<file path="config.mk">
export PLATFORM = sky130hd
export DESIGN_NAME = sd_sdram_loader_flat
export DESIGN_NICKNAME = d
export VERILOG_FILES = /design/src/rtl/sd_sdram_loader_pkg.sv /design/src/rtl/sd_sdram_loader_if.sv /design/src/rtl/sd_sdram_loader_avm_single_xfer.sv /design/src/rtl/sd_sdram_loader.sv /design/src/flat_wrapper.sv
export SDC_FILE = /design/constraint.sdc
export NUM_CORES = 1
export LEC_CHECK = 0
export ABC_AREA = 1
export CORE_MARGIN = 2
export CORE_UTILIZATION = 50
export CTS_CLUSTER_DIAMETER = 200
export CTS_CLUSTER_SIZE = 20
export DETAILED_ROUTE_END_ITERATION = 6
export GPL_ROUTABILITY_DRIVEN = 0
export GPL_TIMING_DRIVEN = 0
export HOLD_SLACK_MARGIN = 0.08
export PLACE_DENSITY = 0.85
export SETUP_SLACK_MARGIN = 0.5
export SLEW_MARGIN = 20
export SYNTH_ARGS = -nofsm -noshare
export SYNTH_HDL_FRONTEND = slang
export SYNTH_HIERARCHICAL = 1
export SYNTH_SLANG_ARGS = --single-unit
</file>
<file path="constraint.sdc">
create_clock -name clk -period 3.4 [get_ports clk]
set_input_delay 0.68 -clock clk [delete_from_list [all_inputs] [get_ports clk]]
set_output_delay 0.68 -clock clk [all_outputs]
set_load 0.01 [all_outputs]
</file>
<file path="src/rtl/sd_sdram_loader_pkg.sv">
`default_nettype none
// ============================================================================
// Module      : sd_loader_pkg
// Description : Shared constants and enumerations for the SD-to-SDRAM loader:
//               SD slave register map, ASR bit positions, command code,
//               error codes and loader FSM states.
// Revision    : 1.0 - initial release
// ============================================================================
package sd_loader_pkg;

  // SD Avalon slave word map
  localparam logic [7:0]  c_sd_buf_base  = 8'd0;
  localparam logic [7:0]  c_sd_reg_arg   = 8'd139;
  localparam logic [7:0]  c_sd_reg_cmd   = 8'd140;
  localparam logic [7:0]  c_sd_reg_asr   = 8'd141;

  // Aux status register bit positions
  localparam int          c_asr_card_present = 1;
  localparam int          c_asr_cmd_busy     = 2;
  localparam int          c_asr_cmd_error    = 4;

  // Single-block read command
  localparam logic [31:0] c_sd_cmd_read_block = 32'd17;

  // 32-bit words per 512-byte sector
  localparam logic [6:0]  c_last_word_idx = 7'd127;

  typedef enum logic [1:0] {
    ERR_NONE         = 2'd0,
    ERR_NO_CARD      = 2'd1,
    ERR_POLL_TIMEOUT = 2'd2,
    ERR_SD_CMD       = 2'd3
  } err_code_e;

  typedef enum logic [3:0] {
    S_IDLE = 4'd0,
    S_CHK  = 4'd1,
    S_ARG  = 4'd2,
    S_CMD  = 4'd3,
    S_POLL = 4'd4,
    S_RD   = 4'd5,
    S_WLO  = 4'd6,
    S_WHI  = 4'd7,
    S_DONE = 4'd8,
    S_ERR  = 4'd9
  } state_e;

endpackage
`default_nettype wire

</file>
<file path="src/rtl/sd_sdram_loader_if.sv">
`default_nettype none
// ============================================================================
// Module      : sd_sdram_loader_if
// Description : Bus bundle for the loader: SD card Avalon slave port and
//               SDRAM controller s1 port. The loader is the master.
// Revision    : 1.0 - initial release
// ============================================================================
interface sd_sdram_loader_if #(
  parameter int SDRAM_AW = 25
);
  // SD card slave
  logic                sd_chipselect;
  logic                sd_read;
  logic                sd_write;
  logic [7:0]          sd_address;
  logic [3:0]          sd_byteenable;
  logic [31:0]         sd_writedata;
  logic [31:0]         sd_readdata;
  logic                sd_waitrequest;

  // SDRAM s1 slave
  logic [SDRAM_AW-1:0] sdram_address;
  logic [1:0]          sdram_byteenable_n;
  logic                sdram_chipselect;
  logic                sdram_write_n;
  logic                sdram_read_n;
  logic [15:0]         sdram_writedata;
  logic                sdram_waitrequest;

  modport master (
    output sd_chipselect, sd_read, sd_write, sd_address, sd_byteenable, sd_writedata,
    input  sd_readdata, sd_waitrequest,
    output sdram_address, sdram_byteenable_n, sdram_chipselect, sdram_write_n,
           sdram_read_n, sdram_writedata,
    input  sdram_waitrequest
  );

  modport slave (
    input  sd_chipselect, sd_read, sd_write, sd_address, sd_byteenable, sd_writedata,
    output sd_readdata, sd_waitrequest,
    input  sdram_address, sdram_byteenable_n, sdram_chipselect, sdram_write_n,
           sdram_read_n, sdram_writedata,
    output sdram_waitrequest
  );
endinterface
`default_nettype wire

</file>
<file path="src/rtl/sd_sdram_loader_avm_single_xfer.sv">
`default_nettype none
// ============================================================================
// Module      : avm_single_xfer
// Description : Generic single-beat Avalon-MM master. A one-cycle request
//               launches a read or write; address, data and strobe are held
//               until waitrequest is low, then a one-cycle ack is returned
//               together with the read data captured on the completing edge.
// Revision    : 1.0 - initial release
// ============================================================================
module avm_single_xfer #(
  parameter int AW = 8,
  parameter int DW = 32
) (
  input  wire logic          clk,
  input  wire logic          reset,
  // request side
  input  wire logic          i_req,
  input  wire logic          i_we,
  input  wire logic [AW-1:0] i_addr,
  input  wire logic [DW-1:0] i_wdata,
  output      logic          o_ack,
  output      logic [DW-1:0] o_rdata,
  // Avalon side
  output      logic          o_cs,
  output      logic          o_rd,
  output      logic          o_wr,
  output      logic [AW-1:0] o_addr,
  output      logic [DW-1:0] o_wdata,
  input  wire logic          i_waitrequest,
  input  wire logic [DW-1:0] i_rdata
);

  logic          r_active;
  logic          r_we;
  logic [AW-1:0] r_addr;
  logic [DW-1:0] r_wdata;

  // Launch on request, hold until the slave drops waitrequest, then ack once.
  always_ff @(posedge clk) begin
    if (reset) begin
      r_active <= 1'b0;
      r_we     <= 1'b0;
      r_addr   <= '0;
      r_wdata  <= '0;
      o_ack    <= 1'b0;
      o_rdata  <= '0;
    end else begin
      o_ack <= 1'b0;
      if (r_active) begin
        if (!i_waitrequest) begin
          r_active <= 1'b0;
          o_ack    <= 1'b1;
          if (!r_we) begin
            o_rdata <= i_rdata;
          end
        end
      end else if (i_req) begin
        r_active <= 1'b1;
        r_we     <= i_we;
        r_addr   <= i_addr;
        r_wdata  <= i_wdata;
      end
    end
  end

  assign o_cs    = r_active;
  assign o_rd    = r_active & ~r_we;
  assign o_wr    = r_active & r_we;
  assign o_addr  = r_addr;
  assign o_wdata = r_wdata;

endmodule
`default_nettype wire

</file>
<file path="src/rtl/sd_sdram_loader.sv">
`default_nettype none
// ============================================================================
// Module      : sd_sdram_loader
// Description : Copies a run of 512-byte SD sectors into SDRAM. Sequences
//               card check, argument/command writes, status polling and the
//               128-word buffer drain, splitting each 32-bit word into two
//               16-bit SDRAM writes (low half first).
// Revision    : 1.0 - initial release
// ============================================================================
module sd_sdram_loader
  import sd_loader_pkg::*;
#(
  parameter int          SDRAM_AW        = 25,
  parameter logic [23:0] POLL_LIMIT      = 24'd5_000_000,
  parameter bit          BYTE_ADDRESSING = 1'b1
) (
  input  wire logic                clk,
  input  wire logic                reset,
  input  wire logic                start,
  input  wire logic [31:0]         sector_start,
  input  wire logic [15:0]         sector_count,
  input  wire logic [SDRAM_AW-1:0] sdram_base,
  output      logic                busy,
  output      logic                done,
  output      logic                error,
  output      logic [1:0]          error_code,
  output      logic [15:0]         sectors_done,
  sd_sdram_loader_if.master        bus
);

  state_e              r_state;
  logic                r_issued;
  logic                r_sd_req;
  logic                r_sd_we;
  logic [7:0]          r_sd_addr;
  logic [31:0]         r_sd_wdata;
  logic                r_dr_req;
  logic [SDRAM_AW-1:0] r_dr_addr;
  logic [15:0]         r_dr_wdata;
  logic [31:0]         r_sector;
  logic [15:0]         r_remaining;
  logic [SDRAM_AW-1:0] r_dst;
  logic [6:0]          r_word_idx;
  logic [31:0]         r_word;
  logic [23:0]         r_poll_cnt;
  logic                r_busy;
  logic                r_done;
  logic                r_error;
  err_code_e           r_err_code;
  logic [15:0]         r_sectors_done;

  logic                w_sd_ack;
  logic [31:0]         w_sd_rdata;
  logic                w_sd_cs;
  logic                w_sd_rd;
  logic                w_sd_wr;
  logic [7:0]          w_sd_addr;
  logic [31:0]         w_sd_wdata;
  logic                w_dr_ack;
  logic [15:0]         w_dr_rdata_unused;
  logic                w_dr_cs;
  logic                w_dr_rd_unused;
  logic                w_dr_wr;
  logic [SDRAM_AW-1:0] w_dr_addr;
  logic [15:0]         w_dr_wdata;
  logic [31:0]         w_arg;

  // SDSC cards take a byte address; the shift deliberately drops the top bits.
  assign w_arg = BYTE_ADDRESSING ? {r_sector[22:0], 9'd0} : r_sector;

  // Loader sequencer: each bus state issues one request, then waits for its ack.
  always_ff @(posedge clk) begin
    if (reset) begin
      r_state        <= S_IDLE;
      r_issued       <= 1'b0;
      r_sd_req       <= 1'b0;
      r_sd_we        <= 1'b0;
      r_sd_addr      <= '0;
      r_sd_wdata     <= '0;
      r_dr_req       <= 1'b0;
      r_dr_addr      <= '0;
      r_dr_wdata     <= '0;
      r_sector       <= '0;
      r_remaining    <= '0;
      r_dst          <= '0;
      r_word_idx     <= '0;
      r_word         <= '0;
      r_poll_cnt     <= '0;
      r_busy         <= 1'b0;
      r_done         <= 1'b0;
      r_error        <= 1'b0;
      r_err_code     <= ERR_NONE;
      r_sectors_done <= '0;
    end else begin
      r_sd_req <= 1'b0;
      r_dr_req <= 1'b0;
      r_done   <= 1'b0;
      r_error  <= 1'b0;
      case (r_state)
        S_IDLE: begin
          r_issued <= 1'b0;
          if (start) begin
            r_sector       <= sector_start;
            r_remaining    <= sector_count;
            r_dst          <= sdram_base;
            r_sectors_done <= '0;
            r_err_code     <= ERR_NONE;
            if (sector_count == 16'd0) begin
              r_done <= 1'b1;
            end else begin
              r_busy  <= 1'b1;
              r_state <= S_CHK;
            end
          end
        end
        S_CHK: begin
          if (!r_issued) begin
            r_sd_req  <= 1'b1;
            r_sd_we   <= 1'b0;
            r_sd_addr <= c_sd_reg_asr;
            r_issued  <= 1'b1;
          end else if (w_sd_ack) begin
            r_issued <= 1'b0;
            if (!w_sd_rdata[c_asr_card_present]) begin
              r_err_code <= ERR_NO_CARD;
              r_state    <= S_ERR;
            end else begin
              r_state <= S_ARG;
            end
          end
        end
        S_ARG: begin
          if (!r_issued) begin
            r_sd_req   <= 1'b1;
            r_sd_we    <= 1'b1;
            r_sd_addr  <= c_sd_reg_arg;
            r_sd_wdata <= w_arg;
            r_issued   <= 1'b1;
          end else if (w_sd_ack) begin
            r_issued <= 1'b0;
            r_state  <= S_CMD;
          end
        end
        S_CMD: begin
          if (!r_issued) begin
            r_sd_req   <= 1'b1;
            r_sd_we    <= 1'b1;
            r_sd_addr  <= c_sd_reg_cmd;
            r_sd_wdata <= c_sd_cmd_read_block;
            r_issued   <= 1'b1;
          end else if (w_sd_ack) begin
            r_issued   <= 1'b0;
            r_poll_cnt <= '0;
            r_state    <= S_POLL;
          end
        end
        S_POLL: begin
          if (!r_issued) begin
            r_sd_req  <= 1'b1;
            r_sd_we   <= 1'b0;
            r_sd_addr <= c_sd_reg_asr;
            r_issued  <= 1'b1;
          end else if (w_sd_ack) begin
            r_issued <= 1'b0;
            if (w_sd_rdata[c_asr_cmd_busy]) begin
              // Count every busy status read; give up once the budget is spent.
              if (r_poll_cnt + 24'd1 == POLL_LIMIT) begin
                r_err_code <= ERR_POLL_TIMEOUT;
                r_state    <= S_ERR;
              end else begin
                r_poll_cnt <= r_poll_cnt + 24'd1;
              end
            end else if (w_sd_rdata[c_asr_cmd_error]) begin
              r_err_code <= ERR_SD_CMD;
              r_state    <= S_ERR;
            end else begin
              r_word_idx <= '0;
              r_state    <= S_RD;
            end
          end
        end
        S_RD: begin
          if (!r_issued) begin
            r_sd_req  <= 1'b1;
            r_sd_we   <= 1'b0;
            r_sd_addr <= c_sd_buf_base + {1'b0, r_word_idx};
            r_issued  <= 1'b1;
          end else if (w_sd_ack) begin
            r_issued <= 1'b0;
            r_word   <= w_sd_rdata;
            r_state  <= S_WLO;
          end
        end
        S_WLO: begin
          if (!r_issued) begin
            r_dr_req   <= 1'b1;
            r_dr_addr  <= r_dst;
            r_dr_wdata <= r_word[15:0];
            r_issued   <= 1'b1;
          end else if (w_dr_ack) begin
            r_issued <= 1'b0;
            r_state  <= S_WHI;
          end
        end
        S_WHI: begin
          if (!r_issued) begin
            r_dr_req   <= 1'b1;
            r_dr_addr  <= r_dst + SDRAM_AW'(1);
            r_dr_wdata <= r_word[31:16];
            r_issued   <= 1'b1;
          end else if (w_dr_ack) begin
            r_issued <= 1'b0;
            r_dst    <= r_dst + SDRAM_AW'(2);
            if (r_word_idx != c_last_word_idx) begin
              r_word_idx <= r_word_idx + 7'd1;
              r_state    <= S_RD;
            end else begin
              // Sector complete; the card check is not repeated for the next one.
              r_sectors_done <= r_sectors_done + 16'd1;
              r_sector       <= r_sector + 32'd1;
              r_remaining    <= r_remaining - 16'd1;
              r_state        <= (r_remaining == 16'd1) ? S_DONE : S_ARG;
            end
          end
        end
        S_DONE: begin
          r_done  <= 1'b1;
          r_busy  <= 1'b0;
          r_state <= S_IDLE;
        end
        S_ERR: begin
          r_error <= 1'b1;
          r_busy  <= 1'b0;
          r_state <= S_IDLE;
        end
        default: begin
          r_state <= S_IDLE;
        end
      endcase
    end
  end

  avm_single_xfer #(
    .AW (8),
    .DW (32)
  ) u_sd_xfer (
    .clk           (clk),
    .reset         (reset),
    .i_req         (r_sd_req),
    .i_we          (r_sd_we),
    .i_addr        (r_sd_addr),
    .i_wdata       (r_sd_wdata),
    .o_ack         (w_sd_ack),
    .o_rdata       (w_sd_rdata),
    .o_cs          (w_sd_cs),
    .o_rd          (w_sd_rd),
    .o_wr          (w_sd_wr),
    .o_addr        (w_sd_addr),
    .o_wdata       (w_sd_wdata),
    .i_waitrequest (bus.sd_waitrequest),
    .i_rdata       (bus.sd_readdata)
  );

  avm_single_xfer #(
    .AW (SDRAM_AW),
    .DW (16)
  ) u_sdram_xfer (
    .clk           (clk),
    .reset         (reset),
    .i_req         (r_dr_req),
    .i_we          (1'b1),
    .i_addr        (r_dr_addr),
    .i_wdata       (r_dr_wdata),
    .o_ack         (w_dr_ack),
    .o_rdata       (w_dr_rdata_unused),
    .o_cs          (w_dr_cs),
    .o_rd          (w_dr_rd_unused),
    .o_wr          (w_dr_wr),
    .o_addr        (w_dr_addr),
    .o_wdata       (w_dr_wdata),
    .i_waitrequest (bus.sdram_waitrequest),
    .i_rdata       (16'h0000)
  );

  assign bus.sd_chipselect      = w_sd_cs;
  assign bus.sd_read            = w_sd_rd;
  assign bus.sd_write           = w_sd_wr;
  assign bus.sd_address         = w_sd_addr;
  assign bus.sd_byteenable      = 4'hF;
  assign bus.sd_writedata       = w_sd_wdata;

  assign bus.sdram_address      = w_dr_addr;
  assign bus.sdram_byteenable_n = 2'b00;
  assign bus.sdram_chipselect   = w_dr_cs;
  assign bus.sdram_write_n      = ~w_dr_wr;
  assign bus.sdram_read_n       = 1'b1;
  assign bus.sdram_writedata    = w_dr_wdata;

  assign busy         = r_busy;
  assign done         = r_done;
  assign error        = r_error;
  assign error_code   = r_err_code;
  assign sectors_done = r_sectors_done;

endmodule
`default_nettype wire

</file>
<file path="src/flat_wrapper.sv">
// flat-port wrapper written by rule: the top's interface ports become plain ports
module sd_sdram_loader_flat import sd_loader_pkg::*;
#(
  parameter int          SDRAM_AW        = 25,
  parameter logic [23:0] POLL_LIMIT      = 24'd5_000_000,
  parameter bit          BYTE_ADDRESSING = 1'b1
)
  (clk, reset, start, sector_start, sector_count, sdram_base, busy, done, error, error_code, sectors_done, bus_sd_chipselect, bus_sd_read, bus_sd_write, bus_sd_address, bus_sd_byteenable, bus_sd_writedata, bus_sd_readdata, bus_sd_waitrequest, bus_sdram_address, bus_sdram_byteenable_n, bus_sdram_chipselect, bus_sdram_write_n, bus_sdram_read_n, bus_sdram_writedata, bus_sdram_waitrequest);
  sd_sdram_loader_if #(.SDRAM_AW(SDRAM_AW)) bus_i ();
  input  wire logic clk;
  input  wire logic reset;
  input  wire logic start;
  input  wire logic [31:0] sector_start;
  input  wire logic [15:0] sector_count;
  input  wire logic [SDRAM_AW-1:0] sdram_base;
  output      logic busy;
  output      logic done;
  output      logic error;
  output      logic [1:0] error_code;
  output      logic [15:0] sectors_done;
  output wire logic [$bits(bus_i.sd_chipselect)-1:0] bus_sd_chipselect;
  output wire logic [$bits(bus_i.sd_read)-1:0] bus_sd_read;
  output wire logic [$bits(bus_i.sd_write)-1:0] bus_sd_write;
  output wire logic [$bits(bus_i.sd_address)-1:0] bus_sd_address;
  output wire logic [$bits(bus_i.sd_byteenable)-1:0] bus_sd_byteenable;
  output wire logic [$bits(bus_i.sd_writedata)-1:0] bus_sd_writedata;
  input wire logic [$bits(bus_i.sd_readdata)-1:0] bus_sd_readdata;
  input wire logic [$bits(bus_i.sd_waitrequest)-1:0] bus_sd_waitrequest;
  output wire logic [$bits(bus_i.sdram_address)-1:0] bus_sdram_address;
  output wire logic [$bits(bus_i.sdram_byteenable_n)-1:0] bus_sdram_byteenable_n;
  output wire logic [$bits(bus_i.sdram_chipselect)-1:0] bus_sdram_chipselect;
  output wire logic [$bits(bus_i.sdram_write_n)-1:0] bus_sdram_write_n;
  output wire logic [$bits(bus_i.sdram_read_n)-1:0] bus_sdram_read_n;
  output wire logic [$bits(bus_i.sdram_writedata)-1:0] bus_sdram_writedata;
  input wire logic [$bits(bus_i.sdram_waitrequest)-1:0] bus_sdram_waitrequest;
  assign bus_sd_chipselect = bus_i.sd_chipselect;
  assign bus_sd_read = bus_i.sd_read;
  assign bus_sd_write = bus_i.sd_write;
  assign bus_sd_address = bus_i.sd_address;
  assign bus_sd_byteenable = bus_i.sd_byteenable;
  assign bus_sd_writedata = bus_i.sd_writedata;
  assign bus_i.sd_readdata = bus_sd_readdata;
  assign bus_i.sd_waitrequest = bus_sd_waitrequest;
  assign bus_sdram_address = bus_i.sdram_address;
  assign bus_sdram_byteenable_n = bus_i.sdram_byteenable_n;
  assign bus_sdram_chipselect = bus_i.sdram_chipselect;
  assign bus_sdram_write_n = bus_i.sdram_write_n;
  assign bus_sdram_read_n = bus_i.sdram_read_n;
  assign bus_sdram_writedata = bus_i.sdram_writedata;
  assign bus_i.sdram_waitrequest = bus_sdram_waitrequest;
  sd_sdram_loader #(.SDRAM_AW(SDRAM_AW), .POLL_LIMIT(POLL_LIMIT), .BYTE_ADDRESSING(BYTE_ADDRESSING)) u_core (.clk(clk), .reset(reset), .start(start), .sector_start(sector_start), .sector_count(sector_count), .sdram_base(sdram_base), .busy(busy), .done(done), .error(error), .error_code(error_code), .sectors_done(sectors_done), .bus(bus_i));
endmodule
</file>
==> flow_metrics.tcl <==
set metrics [dict create \
    nFillCells 2750 \
    whs_path_depth 2 \
    path_max_fanout 10 \
    clk_latency_ns 0.54 \
    cts.root.buffer_cell "clkbuf_16" \
    setup_ws_ns 0.6034 \
    worstRegToRegCells 12 \
    hold_end "u_core/r_dr_addr[9]" \
    clk_pin_slew_ns 0.08 \
    ioPinCount 224 \
    dp_cells 2951 \
    syn_inst 2329 \
    dr.first_iter.drc_count 2090 \
    fmax_ghz 0.3576 \
    avgSynthCellArea_um2 6.911 \
    grt_pass1_wl_mm 81.52 \
    r2r_start "u_core/r_state[3]" \
    vias 16943 \
    firstDrtPassIters 7 \
    setup_violations 0 \
    post_cts_buffers 0 \
    layout_common_cells "490 x nand2_1, 427 x nor2_1, 348 x dfxtp_1, 207 x clkdlybuf4s50_1, 177 x inv_1" \
    slowest_stage "dfxtp_1" \
    cts_resized 0 \
    clock_path_buffers 3 \
    hold-worst-slack_ns 0.4670 \
    fp.dieH_um 183.4 \
    rsz0062_at_grt "no" \
    final_common_cell "nand2_1" \
    slew_headroom_pct 35.62 \
    port_buffers 207 \
    finalCriticalPeriod_ns 2.797 \
    hold_start "u_core/r_dr_addr[9]" \
    r2r_setup_slack_ns 0.60 \
    tightest_slew_ns 0.9658 \
    outcome "finished clean" \
    cp_top_family "buffers and inverters" \
    total_leakage_power_nw 7.352 \
    cp_cell_sequence "nor2_4 -> nand3_1 -> clkbuf_2 -> nand2_1 -> nand2_4 -> clkinvlp_4 -> nand2_1 -> buf_2 -> buf_2 -> nor2_1 -> o21ai_0 -> a21oi_1" \
    dp_hpwl_mm 39.25 \
    dp_slack_ns 0.3103 \
    endpoint_kind "flip-flop" \
    cts_num_sinks 348 \
    numCtsBuffers 21 \
    grt_overflow 0 \
    post-route-util_pct 60.99 \
    tns_ns 0 \
    worst-path-buf-inv 4 \
    ant_nets 0 \
    syn2layout_area_growth_pct 19.87 \
    die_area_um2 33640 \
    drc 0 \
    syn-cell-area_um2 16100 \
    wl_per_cell_um 17.50 \
    crit_path_start_kind "flip-flop" \
    drive_gt1_share_pct 4.705 \
    layout.nets 2691 \
    hp-class "reg -> reg" \
    worstReg2RegEnd "u_core/r_remaining[9]" \
    fin_crit_sh_pct 82.25 \
    finalClockSkew_ns 0.03018 \
    rows 65 \
    synth_warnings 6 \
    dieWidth_um 183.4 \
    core_um2 31640 \
    grt_pass1_vias 16005 \
    grt_max_degree 21 \
    slew_violations 0 \
    stdcell_count 2975 \
    hold_violations 0 \
    track_usage_pct 30.16 \
    floorplan.initialDensity_pct 50.88 \
    cts_tree "yes" \
    cpPeakStageDelay_ns 0.41 \
    cts_max_level 1 \
    critical_path_class "reg -> reg" \
    grt_antenna_before_repair 1 \
    hold_buffers 0 \
    routed_wl_mm 52.06 \
    ir_drop_v 0.0003515 \
    crit_required_ns 3.77 \
    power_density_nw_per_um2 583.8 \
    cp.arrival_ns 3.17 \
    viasPerCell 5.695 \
    maxCapViolations 0 \
]
-- power by group --
part,switching (mW),internal (mW),total (mW)
Clock,1.35,1.12,2.47
Combinational,2.24,1.40,3.64
Sequential,0.486,4.67,5.15
-- area by class of cell --
class | count | area (um2) | share of cell area [%]
buffer | 131 | 659.4 | 3.417
multi-input combinational | 1670 | 7812 | 40.49
clock buffer | 21 | 525.5 | 2.724
clock inverter | 2 | 25.02 | 0.1297
sequential | 348 | 6967 | 36.11
timing repair buffer | 207 | 2072 | 10.74
tap | 402 | 503.0 | 2.607
antenna | 1 | 2.502 | 0.01297
inverter | 193 | 728.2 | 3.774
-- layer usage --
layer,up-vias,share of wire [%],global-route usage (%),wire length (um)
met1,7700,38,37.70,19860
met5,-,0,0,0
met3,236,11,5.864,5731
li1,8044,-,-,-
met4,0,6.6,18.08,3455
met2,963,44,48.36,23010
-- worst reg2reg max path, stage by stage, from the launching register on --
cell,delay (ns)
dfxtp_1,0.41
nor2_4,0.07
nand3_1,0.11
clkbuf_2,0.35
nand2_1,0.17
nand2_4,0.20
clkinvlp_4,0.24
nand2_1,0.24
buf_2,0.30
buf_2,0.31
nor2_1,0.06
o21ai_0,0.08
a21oi_1,0.09
-- sequential cells by signal, summed over array words and instances (netlist names), 23 cells and up --
name / flops
u_core/u_sd_xfer/o_rdata: 32
u_core/r_sd_wdata: 24
u_core/u_sd_xfer/o_wdata: 32
u_core/r_word: 32
u_core/r_sector: 23
u_core/r_poll_cnt: 24
u_core/r_dr_addr: 25
u_core/r_dst: 25
u_core/u_sdram_xfer/o_addr: 25
-- worst max-delay path by stage --
stage	to	startpoint	slack [ns]	depth (start not counted)
2_1_floorplan	u_core/r_poll_cnt[10]	u_core/r_poll_cnt[0]	1.42	17
3_3_place_gp	u_core/error	reset	0.30	4
3_5_place_dp	u_core/r_dr_wdata[14]	reset	0.31	6
4_1_cts	u_core/r_sector[22]	u_core/r_state[3]	0.50	11
5_1_grt	u_core/r_remaining[14]	u_core/r_state[1]	0.47	13
6_report	u_core/r_remaining[9]	u_core/r_state[3]	0.60	12
-- through the flow --
step	instance area (um2)	total power [mW]
finish	19290	11.26
global route	19290	11.84
CTS	19270	11.17
detailed placement	18720	8.746
global placement	18720	8.625
floorplan	16150	7.359
No activity file was read; power rests on OpenSTA's default activity.
